**config.mk**
```make
export PLATFORM = sky130hd
export DESIGN_NAME = division_secuencial
export DESIGN_NICKNAME = d
export VERILOG_FILES = /design/src/rtl/arit_pkg.sv /design/src/rtl/division_paso.sv /design/src/rtl/division_secuencial.sv
export SDC_FILE = /design/constraint.sdc
export NUM_CORES = 1
export LEC_CHECK = 0
export CORE_UTILIZATION = 50
export CTS_CLUSTER_SIZE = 12
export DETAILED_ROUTE_END_ITERATION = 12
export GPL_TIMING_DRIVEN = 0
export PLACE_DENSITY_LB_ADDON = 0.05
export SLEW_MARGIN = 20
export SYNTH_ARGS = -nofsm -noshare
export SYNTH_HDL_FRONTEND = slang
export SYNTH_SLANG_ARGS = --single-unit
```
**constraint.sdc**
```tcl
create_clock -name clk -period 2.65 [get_ports clk]
set_clock_uncertainty 0.1 [all_clocks]
set_input_delay 0.265 -clock clk [delete_from_list [all_inputs] [get_ports clk]]
set_output_delay 0.265 -clock clk [all_outputs]
set_load 0.05 [all_outputs]
```
**src/rtl/arit_pkg.sv**
```systemverilog
// Shared definitions for the sequential arithmetic unit.
//   WIDTH_DEF  : default operand width
//   estado_t   : divider FSM state encoding
//   cnt_width  : iteration counter width for a given operand width
package arit_pkg;

    localparam int unsigned WIDTH_DEF = 32;

    typedef enum logic [1:0] {
        IDLE = 2'd0,
        CALC = 2'd1,
        DONE = 2'd2
    } estado_t;

    // Counter must reach WIDTH, hence WIDTH+1 distinct values.
    function automatic int unsigned cnt_width(input int unsigned w);
        return $clog2(w + 1);
    endfunction

endpackage

```
**src/rtl/division_paso.sv**
```systemverilog
// One restoring-division iteration (shift, compare, conditional subtract).
// Purely combinational.
//   i_r   : partial remainder before the step
//   i_q   : quotient/dividend shift register before the step
//   i_d   : divisor
//   o_r_c : partial remainder after the step
//   o_q_c : quotient shift register after the step (new bit in LSB)
module division_paso
    import arit_pkg::*;
#(
    parameter int unsigned WIDTH = WIDTH_DEF
) (
    input  logic [WIDTH-1:0] i_r,
    input  logic [WIDTH-1:0] i_q,
    input  logic [WIDTH-1:0] i_d,
    output logic [WIDTH-1:0] o_r_c,
    output logic [WIDTH-1:0] o_q_c
);

    logic [WIDTH:0] w_shift;
    logic           w_ge;

    // The shifted remainder needs WIDTH+1 bits; the result always fits back
    // into WIDTH bits because it ends up strictly below the divisor.
    always_comb begin
        w_shift = {i_r, i_q[WIDTH-1]};
        w_ge    = (w_shift >= {1'b0, i_d});
        o_r_c   = w_ge ? WIDTH'(w_shift - {1'b0, i_d}) : w_shift[WIDTH-1:0];
        o_q_c   = {i_q[WIDTH-2:0], w_ge};
    end

endmodule

```
**src/rtl/division_secuencial.sv**
```systemverilog
// Iterative unsigned restoring divider: one quotient bit per clock.
// Ports:
//   clk, rst_n : clock, asynchronous active-low reset
//   a, b       : dividend / divisor, sampled only on the accepted start cycle
//   enable     : start request, honoured only in IDLE
//   cociente   : quotient, registered, held until the next result
//   residuo    : remainder, registered, held until the next result
//   ocupado    : high during the WIDTH iteration cycles
//   listo      : one-cycle pulse when cociente/residuo become valid
//   div_cero   : set with the results when the divisor was zero
module division_secuencial
    import arit_pkg::*;
#(
    parameter int unsigned WIDTH = WIDTH_DEF
) (
    input  logic             clk,
    input  logic             rst_n,
    input  logic [WIDTH-1:0] a,
    input  logic [WIDTH-1:0] b,
    input  logic             enable,
    output logic [WIDTH-1:0] cociente,
    output logic [WIDTH-1:0] residuo,
    output logic             ocupado,
    output logic             listo,
    output logic             div_cero
);

    localparam int unsigned CNT_W = cnt_width(WIDTH);

    estado_t          r_state;
    estado_t          w_next;

    logic [WIDTH-1:0] r_q;
    logic [WIDTH-1:0] r_d;
    logic [WIDTH-1:0] r_rem;
    logic [CNT_W-1:0] r_count;

    logic [WIDTH-1:0] r_cociente;
    logic [WIDTH-1:0] r_residuo;
    logic             r_ocupado;
    logic             r_listo;
    logic             r_div_cero;

    logic [WIDTH-1:0] w_q_c;
    logic [WIDTH-1:0] w_r_c;
    logic             w_b_cero;
    logic             w_last;

    assign w_b_cero = (b == '0);
    assign w_last   = (r_count == CNT_W'(WIDTH - 1));

    // Single iteration of the datapath.
    division_paso #(
        .WIDTH (WIDTH)
    ) u_paso (
        .i_r   (r_rem),
        .i_q   (r_q),
        .i_d   (r_d),
        .o_r_c (w_r_c),
        .o_q_c (w_q_c)
    );

    // State register.
    always_ff @(posedge clk or negedge rst_n) begin
        if (!rst_n) begin
            r_state <= IDLE;
        end else begin
            r_state <= w_next;
        end
    end

    // Next-state logic; divide-by-zero skips the iterations entirely.
    always_comb begin
        w_next = r_state;
        case (r_state)
            IDLE: begin
                if (enable) begin
                    w_next = w_b_cero ? DONE : CALC;
                end
            end
            CALC: begin
                if (w_last) begin
                    w_next = DONE;
                end
            end
            DONE:    w_next = IDLE;
            default: w_next = IDLE;
        endcase
    end

    // Iteration registers.
    always_ff @(posedge clk or negedge rst_n) begin
        if (!rst_n) begin
            r_q     <= '0;
            r_d     <= '0;
            r_rem   <= '0;
            r_count <= '0;
        end else begin
            case (r_state)
                IDLE: begin
                    if (enable && !w_b_cero) begin
                        r_q     <= a;
                        r_d     <= b;
                        r_rem   <= '0;
                        r_count <= '0;
                    end
                end
                CALC: begin
                    r_q     <= w_q_c;
                    r_rem   <= w_r_c;
                    r_count <= r_count + CNT_W'(1);
                end
                default: ;
            endcase
        end
    end

    // Result registers load on the edge entering DONE so they are valid
    // in the same cycle as the listo pulse.
    always_ff @(posedge clk or negedge rst_n) begin
        if (!rst_n) begin
            r_cociente <= '0;
            r_residuo  <= '0;
            r_div_cero <= 1'b0;
        end else begin
            if (r_state == IDLE && enable && w_b_cero) begin
                r_cociente <= '1;
                r_residuo  <= a;
                r_div_cero <= 1'b1;
            end else if (r_state == CALC && w_last) begin
                r_cociente <= w_q_c;
                r_residuo  <= w_r_c;
                r_div_cero <= 1'b0;
            end
        end
    end

    // Handshake flags track the upcoming state.
    always_ff @(posedge clk or negedge rst_n) begin
        if (!rst_n) begin
            r_ocupado <= 1'b0;
            r_listo   <= 1'b0;
        end else begin
            r_ocupado <= (w_next == CALC);
            r_listo   <= (w_next == DONE);
        end
    end

    assign cociente = r_cociente;
    assign residuo  = r_residuo;
    assign ocupado  = r_ocupado;
    assign listo    = r_listo;
    assign div_cero = r_div_cero;

endmodule

```
=== Word-level counts from Yosys, hierarchy flattened ===
Index checks and enable logic that the tools add are counted.

* Add/subtract/negate cells: 2
* $lt $le $gt $ge: 1
* Eq/ne operators: 5
* Muxes and demuxes: 17
* Reductions and logical operators: 11

{| class="wikitable"
|+ Operators with widths
! cell !! count
|-
| two-way mux 32 bit || 7
|-
| case mux 32 bit (2 select lines) || 2
|-
| >= comparator 33 x 32 -> 1 bit || 1
|-
| zero test 32 bit || 1
|-
| subtractor 32 bit || 1
|-
| case mux 6 bit (2 select lines) || 1
|-
| adder 6 x 1 -> 6 bit, second input constant || 1
|-
| equality test 6 x 5 -> 1 bit, second input constant || 1
|-
| two-way mux 2 bit || 3
|-
| two-way mux 6 bit || 1
|-
| equality test 2 x 1 -> 1 bit, second input constant || 2
|-
| logical AND 1 bit || 4
|-
| case mux 2 bit (2 select lines) || 1
|-
| AND reduction 2 bit || 2
|-
| nonzero test 2 bit || 2
|-
| equality test 2 bit, second input constant || 1
|-
| zero test 2 bit || 1
|-
| two-way mux 1 bit || 2
|-
| != test 2 bit, second input constant || 1
|-
| zero test 1 bit || 1
|}

* Register bits after elaboration: 171
* Input bits: 67
* Output and inout bits: 67
* Logic and storage cells: 46

=== Longest topological paths before layout ===
* Word-level depth: 5
* Mapped depth: 12
* Depth with buffers taken out: 12

=== Hierarchy ===
From an unflattened synthesis, not the netlist that was laid out.

* Cell total of the unflattened synthesis: 1,094
* Area, all modules: 10,022.1 µm²

{| class="wikitable"
|+ By module, submodules not included
! module !! instances !! cells each !! area each (µm²) !! sequential area each (µm²)
|-
| division_secuencial || 1 || 739 || 7,450.9 || 4,279.1
|-
| division_paso || 1 || 355 || 2,571.2 || 0.0
|}

=== Worst setup path before layout ===
No wires, ideal clock.

* Path type: reg2reg
* Start point: register r_q[31]
* End point: register r_rem[28]
* Setup time: 0.132 ns
* Arrival time: 2.426 ns
* Data required time: 2.418 ns
* Path slack: -0.008 ns
* Stages on the path, launching flop included: 13
* Path buffers: 0
* Clock period less this slack: 2.658 ns
* Path through: dfrtp_1 inv_1 ha_1 inv_1 fa_1 a211oi_1 o211ai_1 nand4_1 a31oi_1 o41ai_1 xnor2_1 mux2i_1 o21ai_1

* Word-level cells in the longest chain between the ends: 3
* Elaborated cells between the ends (all ways): 4
* Classes of those cells: add/sub (1); order compare (1); mux (2)

{| class="wikitable"
|+ RTL lines
! item !! line !! text
|-
| start, declared || division_secuencial.sv:33 || <nowiki>logic [WIDTH-1:0] r_q;</nowiki>
|-
| start signal, assigned || division_secuencial.sv:109 || <nowiki>r_q <= w_q_c;</nowiki>
|-
| subtractor 32 bit or >= comparator 33 x 32 -> 1 bit (tied branches) || division_paso.sv:28, division_paso.sv:27 ||
|-
| two-way mux 32 bit * || division_paso.sv:28 || <nowiki>o_r_c = w_ge ? WIDTH'(w_shift - {1'b0, i_d}) : w_shift[WIDTH-1:0];</nowiki>
|-
| case mux 32 bit (2 select lines) * || division_secuencial.sv:99 || <nowiki>case (r_state)</nowiki>
|-
| end signal, assigned || division_secuencial.sv:110 || <nowiki>r_rem <= w_r_c;</nowiki>
|-
| end, declared || division_secuencial.sv:35 || <nowiki>logic [WIDTH-1:0] r_rem;</nowiki>
|}

Every way passes the cells marked *; elsewhere a longest branch is shown, timed or not.
A chain may end at the register's enable or synchronous reset.

=== Final worst setup path ===
* Start point: register r_q[31]
* End point: register r_residuo[28], in the netlist residuo[28]

* Word-level cells in the longest chain between the ends: 4
* Elaborated cells between the ends (all ways): 5
* Classes of those cells: add/sub (1); order compare (1); mux (3)

{| class="wikitable"
|+ RTL lines
! item !! line !! text
|-
| subtractor 32 bit or >= comparator 33 x 32 -> 1 bit (tied branches) || division_paso.sv:28, division_paso.sv:27 ||
|-
| two-way mux 32 bit * || division_paso.sv:28 ||
|-
| two-way mux 32 bit * || division_secuencial.sv:130 || <nowiki>end else if (r_state == CALC && w_last) begin</nowiki>
|-
| two-way mux 32 bit * || division_secuencial.sv:126 || <nowiki>if (r_state == IDLE && enable && w_b_cero) begin</nowiki>
|-
| end signal, assigned || division_secuencial.sv:132 || <nowiki>r_residuo <= w_r_c;</nowiki>
|-
| end, declared || division_secuencial.sv:39 || <nowiki>logic [WIDTH-1:0] r_residuo;</nowiki>
|}

Every way passes the cells marked *; elsewhere a longest branch is shown, timed or not. The select of a mux whose other input is x is not followed.

==> summary.txt <==
Synthesis
  – Post-Synthesis Cells: between 900 and 1000
  – Seq/Total Area, Yosys: 46.13%
  – Post-Syn Nets: 1032
  – Average size of a mapped cell: roughly 10 µm²
  – Top cell type's share of synthesized area: 46.13%
  – Leading post-synthesis cells by cell area: dfrtp_1 (46%), mux2i_1 (6.6%), nand2_1 (4.8%)
  – Post-synth cell types: 67
  – Most instantiated cells after synthesis: dfrtp_1 (171), nand2_1 (119), o21ai_0 (86), mux2i_1 (61), inv_1 (42)
  – Yosys reg bits: 171
  – Top-count cell post-synth: dfrtp_1
  – Post-synth EDFFs: 0
  – Synth warn: 0
  – Asr flop ratio synth: 100.0%
  – Mapped Area: 9276 µm²
  – Post-synth top area cell: dfrtp_1
  – Top FF cell, synth: dfrtp_1

Routing
  – DRT iter0 DRCs: 564
  – DR DRC count: 22
  – WL/cell: 20.20 µm
  – Vias per inst: 5.929
  – Wl on met1: 12.31 mm
  – WL final: 27.91 mm
  – 1st-pass router iterations: 9
  – Met3 Wirelength: 1.537 mm
  – Via count: 8194
  – Final ANT Viol Nets: 0
  – Top Layer Used: met4
  – WL met2: 13.22 mm

Place
  – Placed cell area: about 11000 µm²
  – Placed cells: 1294
  – Port Buffers: roughly 130
  – Final Wtd Congestion: 0.8744
  – Post-DP HPWL: 18.37 mm
  – Dpl ws: -1.071 ns

Setup path
  – Most used cell, CP: inv_2
  – Max stage delay on crit path: approximately 0.44 ns
  – Worst EP arrival: about 3.2 ns
  – Slowest CP cell: dfrtp_2
  – Critical path data required time: roughly 2.9 ns
  – CP endpoint kind: register
  – Startpoint types: register
  – Peak fanout along the critical path: 3
  – Cell Chain, Critical Path: inv_2, ha_4, inv_2, fa_2, a211oi_2, o211ai_1, nand4_1, a31oi_4, o41ai_2, xnor2_1, mux2i_1, o21ai_1
  – CP Class: reg -> reg

CTS
  – CTS sink count: around 170
  – Skew-Pair Late Insertion Delay: 0.44 ns
  – CTS root buffer: clkbuf_16
  – Clk buf depth: 2
  – H-Tree Depth: 4
  – CTS tree: done
  – Clock transition at path regs: 0.07 ns
  – TritonCTS Buffers: 17

STA
  – FMAX: between 300 and 400 MHz
  – Slew @ Worst Pin: approximately 0.8 ns
  – Final setup violation count: 66
  – RSZ-0062 raised after global routing: yes
  – Final Hold Vio Count: 0
  – Final worst slack: -0.3770 ns
  – Fin crit share: 114.2%
  – Min Tclk post-route: 3.027 ns
  – Max_slew headroom: 47.07%
  – Max Slew Vio Count: 0

Power and ir drop
  – Maximum VDD drop: 0.0007094 V
  – Final Power: roughly 17 mW
  – LEAKAGE: roughly 5.6 nW
  – PwrDens: 1326 nW/µm²

Outcome
  – Failing checks: DRC, setup timing
  – Status: finished, violations left

Final layout
  – Layout Area Growth over Synthesis: 41.97%
  – Inserted Diodes: 0
  – Final core utilization: between 70% and 80%
  – Layout cells sized above 1: 27.15%
  – Finished Layout Cells: about 1400
  – # nets final: 1241
  – Fillers: 1276
  – Design area: 13170 µm²

Global routing
  – Initial antenna violation count: 0
  – Remaining Overflow, GRT: 0
  – First-pass GRT wire length: 41.75 mm
  – Total global-route track usage: 28.14%
  – Pin count of the biggest net entering global routing: 90
  – Number of global-route vias before repair: 7670

Hold path
  – Worst Hold Class: in -> async

Floorplan
  – Io pins: 134
  – Die area: 19100 µm²
  – Die Height: 138.2 µm
  – Core Box Area: roughly 18000 µm²
  – Die W: 138.2 µm
  – Num rows: 49
  – Starting Density: 51.29%

Flow run
  – Max-cap violation count: 0
-- final cells by class --
cell class | count | area [µm²] | share of cell area [%]
Inverter | 42 | 157.7 | 1.197
Buffer | 53 | 326.6 | 2.480
Clock inverter | 15 | 173.9 | 1.321
Clock buffer | 17 | 425.4 | 3.230
Tap cell | 229 | 286.5 | 2.176
Sequential cell | 171 | 4300 | 32.65
Multi-Input combinational cell | 659 | 5568 | 42.28
Timing Repair Buffer | 196 | 1932 | 14.67
-- sequential cells by signal (all words and copies together), names as in the netlist --
signal and cells:
div_cero 1, r_d 32, listo 1, r_state 2, residuo 32, r_rem 32
cociente 32, r_q 32, r_count 6, ocupado 1
-- repair_timing --
item	4_1_cts	5_1_grt
endpoints found under the setup margin	126	85
gates resized for setup	140	96
gates cloned	3	0
buffers inserted	23	35
pin swaps	55	32
hold buffers	1	0
hold endpoints to repair	82	0
-- logic make-up (layout without fill, tap and decap cells) --
logic type	after synthesis	count (layout)	synth area share, %
buffers and inverters	101	323	5.233
xor gates and xnor gates	27	27	2.549
AOI/OAI and AO/OA	288	288	20.19
adders and majority gates	34	34	4.667
muxes	94	94	10.63
DFF	171	171	46.13
and+or+nand+nor	216	216	10.60
-- metrics by stage --
stage | hold WS (ns) | setup TNS (ns)
after CTS | 0.3314 | -8.245
after global routing | 0.3459 | -18.06
after detailed placement | 0.2006 | -95.01
after floorplan | -0.1306 | 0
final | 0.2932 | -13.52
after global placement | 0.3614 | -1075.93
-- critical path: cells and delay by family, from the launching register on --
family | cells | cell delay (ns)
XOR/XNOR | 1 | 0.12
multiplexers | 1 | 0.23
buffers and inverters | 2 | 0.13
flip-flops | 1 | 0.44
AND/OR/NAND/NOR | 1 | 0.25
adder cells (fa/ha/maj) | 2 | 0.48
AO/OA/AOI/OAI | 5 | 1.14
-- power breakdown --
part / switching (mW) / total [mW] / internal (mW) / leakage, nW
Combinational: 5.63 / 10.9 / 5.22 / 3.43
Clock: 1.21 / 2.56 / 1.35 / 0.296
Sequential: 0.751 / 4.06 / 3.30 / 1.84
Total: 7.59 / 17.5 / 9.88 / 5.57
-- metal layers --
metal,GRT usage (%),vias up
li1,-,3798
met1,39.65,4016
met2,44.36,313
met3,3.914,67
met4,10.82,0
met5,0,-
-- worst paths after layout --
kind | depth (start not counted) | to | slack, ns | startpoint
min reg2reg | 1 | r_count[5]$_DFFE_PN0P_ | 0.39 | r_count[5]$_DFFE_PN0P_
max in group asynchronous | 3 | r_rem[23]$_DFFE_PN0P_ | 1.29 | rst_n
max reg2reg | 12 | residuo[28]$_DFFE_PN0P_ | -0.38 | r_q[31]$_DFFE_PN0P_
min in group clk | 2 | r_d[21]$_DFFE_PN0P_ | 0.36 | b[21]
max | 12 | residuo[28]$_DFFE_PN0P_ | -0.38 | r_q[31]$_DFFE_PN0P_
min | 2 | cociente[5]$_DFFE_PN0P_ | 0.29 | rst_n
-- cell usage in the layout, fill, tap and decap left out, types with 11 or more instances in the layout --
master | synthesis | routed
nand3_1 | 23 | 20
o2bb2ai_2 | 1 | 13
o21ai_0 | 86 | 80
a21oi_1 | 28 | 21
inv_1 | 42 | 31
clkbuf_1 | 40 | 29
o21ai_1 | 36 | 32
ha_4 | 0 | 16
a21o_1 | 16 | 16
a22oi_1 | 32 | 32
clkdlybuf4s50_1 | 0 | 132
mux2i_1 | 61 | 34
nand2_1 | 119 | 115
inv_2 | 0 | 11
mux2i_4 | 0 | 26
nor2_1 | 24 | 18
dfrtp_2 | 0 | 17
clkbuf_16 | 0 | 17
o21ai_2 | 2 | 11
ha_1 | 33 | 13
xnor2_1 | 20 | 15
buf_4 | 2 | 51
dfrtp_1 | 171 | 154
mux2_2 | 32 | 32
No activity file was read; power rests on OpenSTA's default activity.
